### config.mk
export PLATFORM = sky130hd
export DESIGN_NAME = dac_controller
export DESIGN_NICKNAME = d
export VERILOG_FILES = /design/src/rtl/dac_controller.sv
export SDC_FILE = /design/constraint.sdc
export NUM_CORES = 1
export LEC_CHECK = 0
export ABC_CLOCK_PERIOD_IN_PS = 4300
export BUFFER_PORTS_ARGS = -buffer_cell sky130_fd_sc_hd__buf_2
export CAP_MARGIN = 20
export CORE_UTILIZATION = 55
export DETAILED_ROUTE_END_ITERATION = 8
export GPL_TIMING_DRIVEN = 0
export PLACE_DENSITY = 0.75
export SYNTH_ARGS = -nofsm -noshare
export SYNTH_HDL_FRONTEND = slang
export SYNTH_SLANG_ARGS = --single-unit
### constraint.sdc
create_clock -name clk -period 4.3 [get_ports clk]
set_input_delay 1.29 -clock clk [delete_from_list [all_inputs] [get_ports clk]]
set_output_delay 1.29 -clock clk [all_outputs]
set_load 0.02 [all_outputs]
### src/rtl/dac_controller.sv
// -----------------------------------------------------------------------------
// dac_controller
//   SPI master for a single DAC that uses 24-bit frames. The control loop or the
//   CPU register bank uses it to write the DAC value, read the DAC value back,
//   write the DAC control register, and read the control register back.
//   A readback needs two frames: a command frame, then a NOP frame that clocks
//   the response out of the DAC.
//
// Ports
//   clk       system clock
//   rst_L     asynchronous active-low reset
//   arm       level request; an op starts when arm is high while idle
//   op        00 wr DAC, 01 rd DAC, 10 wr ctrl, 11 rd ctrl (latched at start)
//   data_in   write payload, latched at start (wr DAC uses [DATA_WID-1:0])
//   busy      transaction in progress
//   finished  op complete; held until arm goes low
//   data_out  readback payload (DAC value zero-extended)
//   rd_err    readback header mismatch on the last read
//   sck       SPI clock, idles at POLARITY
//   mosi      SPI data to the DAC
//   miso      SPI data from the DAC
//   ss_L      SPI select, active low
// -----------------------------------------------------------------------------
module dac_controller #(
  parameter int POLARITY  = 0,
  parameter int PHASE     = 1,
  parameter int WID       = 24,
  parameter int DATA_WID  = 20,
  parameter int HALF_WAIT = 2,
  parameter int SS_WAIT   = 2,
  parameter int TIMER_WID = 8
) (
  input  logic           clk,
  input  logic           rst_L,
  input  logic           arm,
  input  logic [1:0]     op,
  input  logic [WID-5:0] data_in,
  output logic           busy,
  output logic           finished,
  output logic [WID-5:0] data_out,
  output logic           rd_err,
  output logic           sck,
  output logic           mosi,
  input  logic           miso,
  output logic           ss_L
);

  localparam int PAY_WID = WID - 4;
  localparam int CNT_WID = $clog2(2 * WID);
  localparam logic [CNT_WID-1:0]   LAST_EDGE = CNT_WID'(2 * WID - 1);
  localparam logic [TIMER_WID-1:0] HALF_LAST = TIMER_WID'(HALF_WAIT - 1);
  localparam logic [TIMER_WID-1:0] SS_LAST   = TIMER_WID'(SS_WAIT - 1);
  localparam logic                 SCK_IDLE  = 1'(POLARITY);
  localparam logic [PAY_WID-1:0]   DAC_MASK  = ~({PAY_WID{1'b1}} << DATA_WID);

  typedef enum logic [2:0] {
    IDLE  = 3'd0,
    SETUP = 3'd1,
    SHIFT = 3'd2,
    HOLD  = 3'd3,
    GAP   = 3'd4,
    DONE  = 3'd5
  } state_t;

  // Header nibble for each op: bit3 = read, bit1/bit0 select ctrl/DAC.
  // Reads send 1001/1010, writes 0001/0010; the DAC echoes the read header.
  function automatic logic [3:0] op_header(input logic [1:0] o);
    return {o[0], 1'b0, o[1], ~o[1]};
  endfunction

  // Command word of the first frame of an op.
  function automatic logic [WID-1:0] cmd_word(input logic [1:0] o, input logic [PAY_WID-1:0] d);
    logic [PAY_WID-1:0] payload;
    if (o[0]) begin
      payload = {PAY_WID{1'b0}};
    end else if (o[1]) begin
      payload = d;
    end else begin
      payload = d & DAC_MASK;
    end
    return {op_header(o), payload};
  endfunction

  state_t               state_r, state_s;
  logic [TIMER_WID-1:0] timer_r, timer_s;
  logic [CNT_WID-1:0]   edge_r, edge_s;
  logic [1:0]           op_r, op_s;
  logic                 frame_r, frame_s;
  logic [WID-1:0]       tx_r, tx_s;
  logic [WID-1:0]       rx_r, rx_s;
  logic                 sck_r, sck_s;
  logic                 mosi_r, mosi_s;
  logic                 ss_l_r, ss_l_s;
  logic                 busy_r, busy_s;
  logic                 fin_r, fin_s;
  logic [PAY_WID-1:0]   dout_r, dout_s;
  logic                 err_r, err_s;
  logic [WID-1:0]       word_s;
  logic                 lead_s;
  logic                 shift_now_s;

  assign word_s = cmd_word(op, data_in);

  assign busy     = busy_r;
  assign finished = fin_r;
  assign data_out = dout_r;
  assign rd_err   = err_r;
  assign sck      = sck_r;
  assign mosi     = mosi_r;
  assign ss_L     = ss_l_r;

  // State and output registers; reset forces the bus idle at once.
  always_ff @(posedge clk or negedge rst_L) begin
    if (!rst_L) begin
      state_r <= IDLE;
      timer_r <= {TIMER_WID{1'b0}};
      edge_r  <= {CNT_WID{1'b0}};
      op_r    <= 2'b00;
      frame_r <= 1'b0;
      tx_r    <= {WID{1'b0}};
      rx_r    <= {WID{1'b0}};
      sck_r   <= SCK_IDLE;
      mosi_r  <= 1'b0;
      ss_l_r  <= 1'b1;
      busy_r  <= 1'b0;
      fin_r   <= 1'b0;
      dout_r  <= {PAY_WID{1'b0}};
      err_r   <= 1'b0;
    end else begin
      state_r <= state_s;
      timer_r <= timer_s;
      edge_r  <= edge_s;
      op_r    <= op_s;
      frame_r <= frame_s;
      tx_r    <= tx_s;
      rx_r    <= rx_s;
      sck_r   <= sck_s;
      mosi_r  <= mosi_s;
      ss_l_r  <= ss_l_s;
      busy_r  <= busy_s;
      fin_r   <= fin_s;
      dout_r  <= dout_s;
      err_r   <= err_s;
    end
  end

  // Next-state and next-output logic of the transaction sequencer.
  always_comb begin
    state_s = state_r;
    timer_s = timer_r;
    edge_s  = edge_r;
    op_s    = op_r;
    frame_s = frame_r;
    tx_s    = tx_r;
    rx_s    = rx_r;
    sck_s   = sck_r;
    mosi_s  = mosi_r;
    ss_l_s  = ss_l_r;
    busy_s  = busy_r;
    fin_s   = fin_r;
    dout_s  = dout_r;
    err_s   = err_r;
    // Even edge count = leading edge. PHASE=1 shifts on leading, PHASE=0 on trailing.
    lead_s      = ~edge_r[0];
    shift_now_s = (PHASE != 0) ? lead_s : ~lead_s;

    case (state_r)
      IDLE: begin
        if (arm && !fin_r) begin
          op_s    = op;
          frame_s = 1'b0;
          busy_s  = 1'b1;
          ss_l_s  = 1'b0;
          timer_s = {TIMER_WID{1'b0}};
          state_s = SETUP;
          // PHASE=0 needs the MSB valid before the first (sampling) edge.
          if (PHASE == 0) begin
            mosi_s = word_s[WID-1];
            tx_s   = {word_s[WID-2:0], 1'b0};
          end else begin
            mosi_s = 1'b0;
            tx_s   = word_s;
          end
        end else begin
          state_s = IDLE;
        end
      end

      SETUP: begin
        if (timer_r == SS_LAST) begin
          timer_s = {TIMER_WID{1'b0}};
          edge_s  = {CNT_WID{1'b0}};
          state_s = SHIFT;
        end else begin
          timer_s = timer_r + 1'b1;
        end
      end

      SHIFT: begin
        if (timer_r == HALF_LAST) begin
          timer_s = {TIMER_WID{1'b0}};
          sck_s   = ~sck_r;
          edge_s  = edge_r + 1'b1;
          if (shift_now_s) begin
            mosi_s = tx_r[WID-1];
            tx_s   = {tx_r[WID-2:0], 1'b0};
          end else begin
            rx_s = {rx_r[WID-2:0], miso};
          end
          // 2*WID toggles leave sck back at its idle level.
          if (edge_r == LAST_EDGE) begin
            edge_s  = {CNT_WID{1'b0}};
            state_s = HOLD;
          end else begin
            state_s = SHIFT;
          end
        end else begin
          timer_s = timer_r + 1'b1;
        end
      end

      HOLD: begin
        if (timer_r == SS_LAST) begin
          timer_s = {TIMER_WID{1'b0}};
          ss_l_s  = 1'b1;
          mosi_s  = 1'b0;
          state_s = GAP;
        end else begin
          timer_s = timer_r + 1'b1;
        end
      end

      GAP: begin
        if (timer_r == SS_LAST) begin
          timer_s = {TIMER_WID{1'b0}};
          if (op_r[0] && !frame_r) begin
            // Second frame of a read: a NOP that clocks the response out.
            frame_s = 1'b1;
            ss_l_s  = 1'b0;
            mosi_s  = 1'b0;
            tx_s    = {WID{1'b0}};
            state_s = SETUP;
          end else begin
            busy_s  = 1'b0;
            fin_s   = 1'b1;
            state_s = DONE;
            if (op_r[0]) begin
              err_s = (rx_r[WID-1:WID-4] != op_header(op_r));
              if (op_r[1]) begin
                dout_s = rx_r[PAY_WID-1:0];
              end else begin
                dout_s = rx_r[PAY_WID-1:0] & DAC_MASK;
              end
            end else begin
              err_s = err_r;
            end
          end
        end else begin
          timer_s = timer_r + 1'b1;
        end
      end

      DONE: begin
        if (!arm) begin
          fin_s   = 1'b0;
          state_s = IDLE;
        end else begin
          state_s = DONE;
        end
      end

      default: begin
        state_s = IDLE;
        sck_s   = SCK_IDLE;
        ss_l_s  = 1'b1;
        mosi_s  = 1'b0;
        busy_s  = 1'b0;
        fin_s   = 1'b0;
      end
    endcase
  end

endmodule

=== Word-level counts from Yosys, hierarchy flattened ===
Index checks and enable logic that the tools add are counted.

* Bits in registers: 94
* Word-level logic and storage cells: 115
* Output and inout port bits: 26

* Add/subtract/negate cells: 2
* Equality and inequality tests: 17
* Reduce and logical (&&, ||, !) cells: 28
* Mux-type cells: 45
* Bitwise gates (word level): 9

{| class="wikitable"
|+ Operator list
! kind !! count
|-
| $mux 24 || 5
|-
| $pmux 24 s3 || 1
|-
| $mux 20 || 1
|-
| $reduce_and 4->1 || 5
|-
| $mux 1 || 18
|-
| $mux 3 || 6
|-
| $mux 6 || 3
|-
| $ne 2x2->1 const B || 9
|-
| $pmux 3 s6 || 1
|-
| $mux 8 || 2
|-
| $pmux 8 s2 || 1
|-
| $pmux 6 s2 || 1
|-
| $reduce_or 4->1 || 3
|-
| $not 1->1 || 9
|-
| $add 8x1->8 const B || 1
|-
| $eq 8x1->1 const B || 1
|-
| $reduce_and 7->1 || 1
|-
| $add 6x1->6 const B || 1
|-
| $eq 3x2->1 const B || 2
|-
| $eq 3x3->1 const B || 2
|-
| $eq 6x6->1 const B || 1
|-
| $pmux 1 s3 || 2
|-
| $reduce_and 2->1 || 3
|-
| $reduce_and 3->1 || 2
|-
| 15 further kinds || 20
|}

=== Longest topological paths before layout ===
* Word-level depth: 5
* Depth in mapped cells: 9

=== Least setup slack after synthesis ===
Ideal clock, no wire load.

* Kind: input-to-reg
* Start point: input port arm
* End point: register tx_r[0]
* Arrival time: 2.640 ns
* Library setup time: 0.125 ns
* Data required time: 4.175 ns
* Path buffers: 1
* Setup slack: 1.536 ns
* Stages on the path: 5
* Cell sequence: nor2b_1 mux2i_1 a211oi_2 buf_2 mux2_2

* Cells in the longest elaborated chain, start to end: 3

{| class="wikitable"
|+ RTL lines
! item !! RTL line !! source
|-
| start, declared || 35 || <nowiki>input logic arm,</nowiki>
|-
| $logic_and 1x1->1 || 169 || <nowiki>if (arm && !fin_r) begin</nowiki>
|-
| $ne 2x2->1 (no line) || n/a ||
|-
| $reduce_and 6->1 (no line) || n/a ||
|-
| end signal, assigned || 120 || <nowiki>tx_r <= {WID{1'b0}};</nowiki>
|-
| end signal, assigned || 135 || <nowiki>tx_r <= tx_s;</nowiki>
|-
| end, declared || 89 || <nowiki>logic [WID-1:0] tx_r, tx_s;</nowiki>
|}

No other way between the ends.
A chain may end at the register's enable or synchronous reset.

=== Worst setup path in the final report ===
* Start point: input port arm
* End point: register tx_r[20]

The elaborated chain is that of the path after synthesis.

==> key figures <==
Clock network
  – Inserted Clock Buffers: 9
  – CTS H-Tree Depth: 3
  – Post-cts sizing count: 0
  – Skew-Pair Late Insertion Delay: 370 ps
  – # clock sinks: 94
  – CTS tree: yes
  – Root buf cell: clkbuf_8
  – Clock buffer depth: 2
  – Setup bufs post-CTS: 0
  – Hold_buf cts: 0
  – Clk pin slew, worst setup/hold paths: 100 ps

Placement
  – HPWL after DPL: 6.716 mm
  – IO Port Bufs: 51
  – Post-DP Area: 0.005179 mm²
  – GP Congestion: 0.9654

Cells and area
  – Layout Utilization: 64.99%
  – Antenna diodes: 0
  – Filler Cell Count: 664
  – Fraction of layout cells with a size suffix above 1: 30.35%
  – Area delta synth->final: 13.27%
  – Fin area: 0.005394 mm²
  – Final #Nets: 505

Yosys
  – YS warnings: 0
  – Dominant synthesized flop cell: dfrtp_1
  – Synth cell types: 51
  – Register area share after synthesis: 49.42%
  – Seq cells post-synth: 94
  – Syn_nets: 442
  – Post-synth EDFFs: 0
  – Mapped Area: 0.004762 mm²
  – Async SR Flop Fraction: 100.0%
  – Synthesized instance count: 413
  – Syn avg cell area: 11.53 µm²

Routing
  – DR WL/cell: 16.85 µm
  – Vias per cell: 6.128
  – # DRC: 0
  – Post-Route WL: 9.872 mm
  – First drt pass iteration count: 4
  – Post-DRT Antenna Nets: 0
  – 1st-iter DRT viols: 194
  – Vias: 3591

Flow run
  – Max cap viols: 0

Die
  – Core ar.: 0.008299 mm²
  – Initial Util: 57.38%
  – Die W: 95.05 µm
  – Die Span Y: 95.05 µm
  – Die area: 0.009035 mm²
  – IO Count: 52
  – Row count: 33

Critical path
  – CP most frequent cell: buf_2
  – Setup Crit Path Kind: input pin to flip-flop
  – CP Launch Type: input pin
  – Worst Path Max Fanout: 10
  – Crit path largest cell delay: 550 ps
  – Crit end category: flip-flop
  – Critical Path Slowest Stage Cell: a211oi_2
  – Cell family with most CP delay: compound AO/OA/AOI/OAI gates
  – Req. time, crit path: 4560 ps
  – Critical path cell sequence: buf_2 > nor2b_1 > mux2i_1 > a211oi_2 > buf_2 > mux2_2
  – Arr. time, crit path: 3270 ps
  – WP buf/inv: 2

STA
  – Worst-Margin Slew: 653.5 ps
  – Max Clk Rate: 0.3320 GHz
  – RSZ-0062 raised after global routing: false
  – Fin. Hold Viols: 0
  – Hold_ws: 511.9 ps
  – Part of the cycle the worst path needs: 70.04%
  – Fin crit period: 3012 ps
  – # setup viols final: 0
  – Worst Clk Skew: 9.718 ps
  – Setup TNS: 0 ps
  – Rel. slew slack: 56.10%
  – Max Slew Vio Count: 0

Global routing
  – GRT Total Usage: 23.71%
  – Largest net degree at the start of global routing: 64
  – Overflow after GRT: 0
  – Initial antenna violation count: 0
  – First-pass GRT wire length: 16.45 mm
  – Vias in the first global route: 3338

Run status
  – Outcome: finished clean

Pwr
  – VDD IR max: 0.3667 mV
  – Pwr Density: 589.0 mW/mm²
  – Tot Pwr: 3177 µW
  – Static Leak: 0.002587 µW

Hold path
  – Worst min-delay path class: flip-flop to flip-flop
==> where the power goes <==
part / internal, µW / switching (µW)
combinational: 555 / 810
clock: 283 / 341
sequential: 1070 / 122
total: 1900 / 1270
==> area by class of cell <==
type / instances / area [µm²] / area share, %
multi-input cells: 262 / 2166 / 40.15
plain buffers: 32 / 148.9 / 2.760
flip-flops and latches: 94 / 2354 / 43.63
inverters: 25 / 93.84 / 1.740
repair buffers: 52 / 285.3 / 5.289
clock inverters: 7 / 91.34 / 1.693
well taps: 105 / 131.4 / 2.436
clock buffers: 9 / 123.9 / 2.296
==> cell usage in the layout (no fill, tap or decap), drive strengths merged, types with 2 or more instances in the layout <==
cell     count
a211o        2
a211oi       2
a21boi       2
a21oi       13
a22oi        3
a31oi        3
a32oi       19
and3         4
buf         64
clkbuf      29
clkinv       2
dfrtp       93
ha           3
inv         28
mux2        69
mux2i        7
nand2       12
nand2b       4
nand3        9
nand4        5
nor2        12
nor2b        4
nor3         7
nor4         2
o211a        3
o211ai       2
o21a         2
o21ai       24
o22ai        2
o2bb2ai      4
o31ai        2
o32ai       19
or3          4
or3b         2
or4          3
xnor2        3
xor2         3
==> worst paths after layout <==
path | from | end | slack, ps | depth (start not counted)
setup / recovery | arm | tx_r[20] | 1290 | 6
hold / removal | data_out[17] | data_out[17] | 510 | 1
setup reg to reg | timer_r[1] | rx_r[22] | 1610 | 8
hold reg to reg | data_out[17] | data_out[17] | 510 | 1
max in group asynchronous | rst_L | rx_r[10] | 2810 | 2
min in group asynchronous | rst_L | data_out[17] | 850 | 1
==> sequential cells by signal (all words and copies together) (netlist names), 2 cells and up <==
| name | count |
|---|---|
| rx_r | 24 |
| data_out | 20 |
| state_r | 3 |
| timer_r | 8 |
| edge_r | 6 |
| op_r | 2 |
| tx_r | 24 |
==> routing by layer <==
| metal | global-route usage [%] | wire length [µm] | vias up |
|---|---|---|---|
| met5 | 0 | 0 | - |
| met4 | 9.091 | 131 | 0 |
| met3 | 4.625 | 590 | 13 |
| met2 | 36.87 | 4699 | 124 |
| met1 | 32.86 | 4451 | 1783 |
| li1 | - | - | 1671 |
==> logic make-up after synthesis <==
kind of cell    count (synthesis)  synth area share (%)
xor+xnor                        6                 1.104
fa+ha+maj                       3                0.7883
compound gates                105                 16.00
mux                            76                 19.21
simple gates                   72                 8.381
flops                          94                 49.42
buf+inv                        57                 5.097
==> cell usage after synthesis, drive strengths merged (5+ instances only) <==
cell	n	share of area (%)
a32oi	19	3.5
nand2	12	0.95
o21ai	24	2.5
clkbuf	20	1.6
o32ai	19	3.5
nor2	12	0.95
nand3	9	0.95
nand4	5	0.66
inv	25	2.0
dfrtp	93	49
mux2i	7	1.5
nor3	7	0.74
mux2	69	18
buf	12	1.5
a21oi	13	1.4
==> per-stage QoR <==
stage	setup slack, ps	instances
after global placement	1026	569
after floorplan	1536	413
after detailed placement	966.1	570
final	1288	586
after global routing	1222	586
after CTS	1351	586
(Power assumes the default switching activity.)
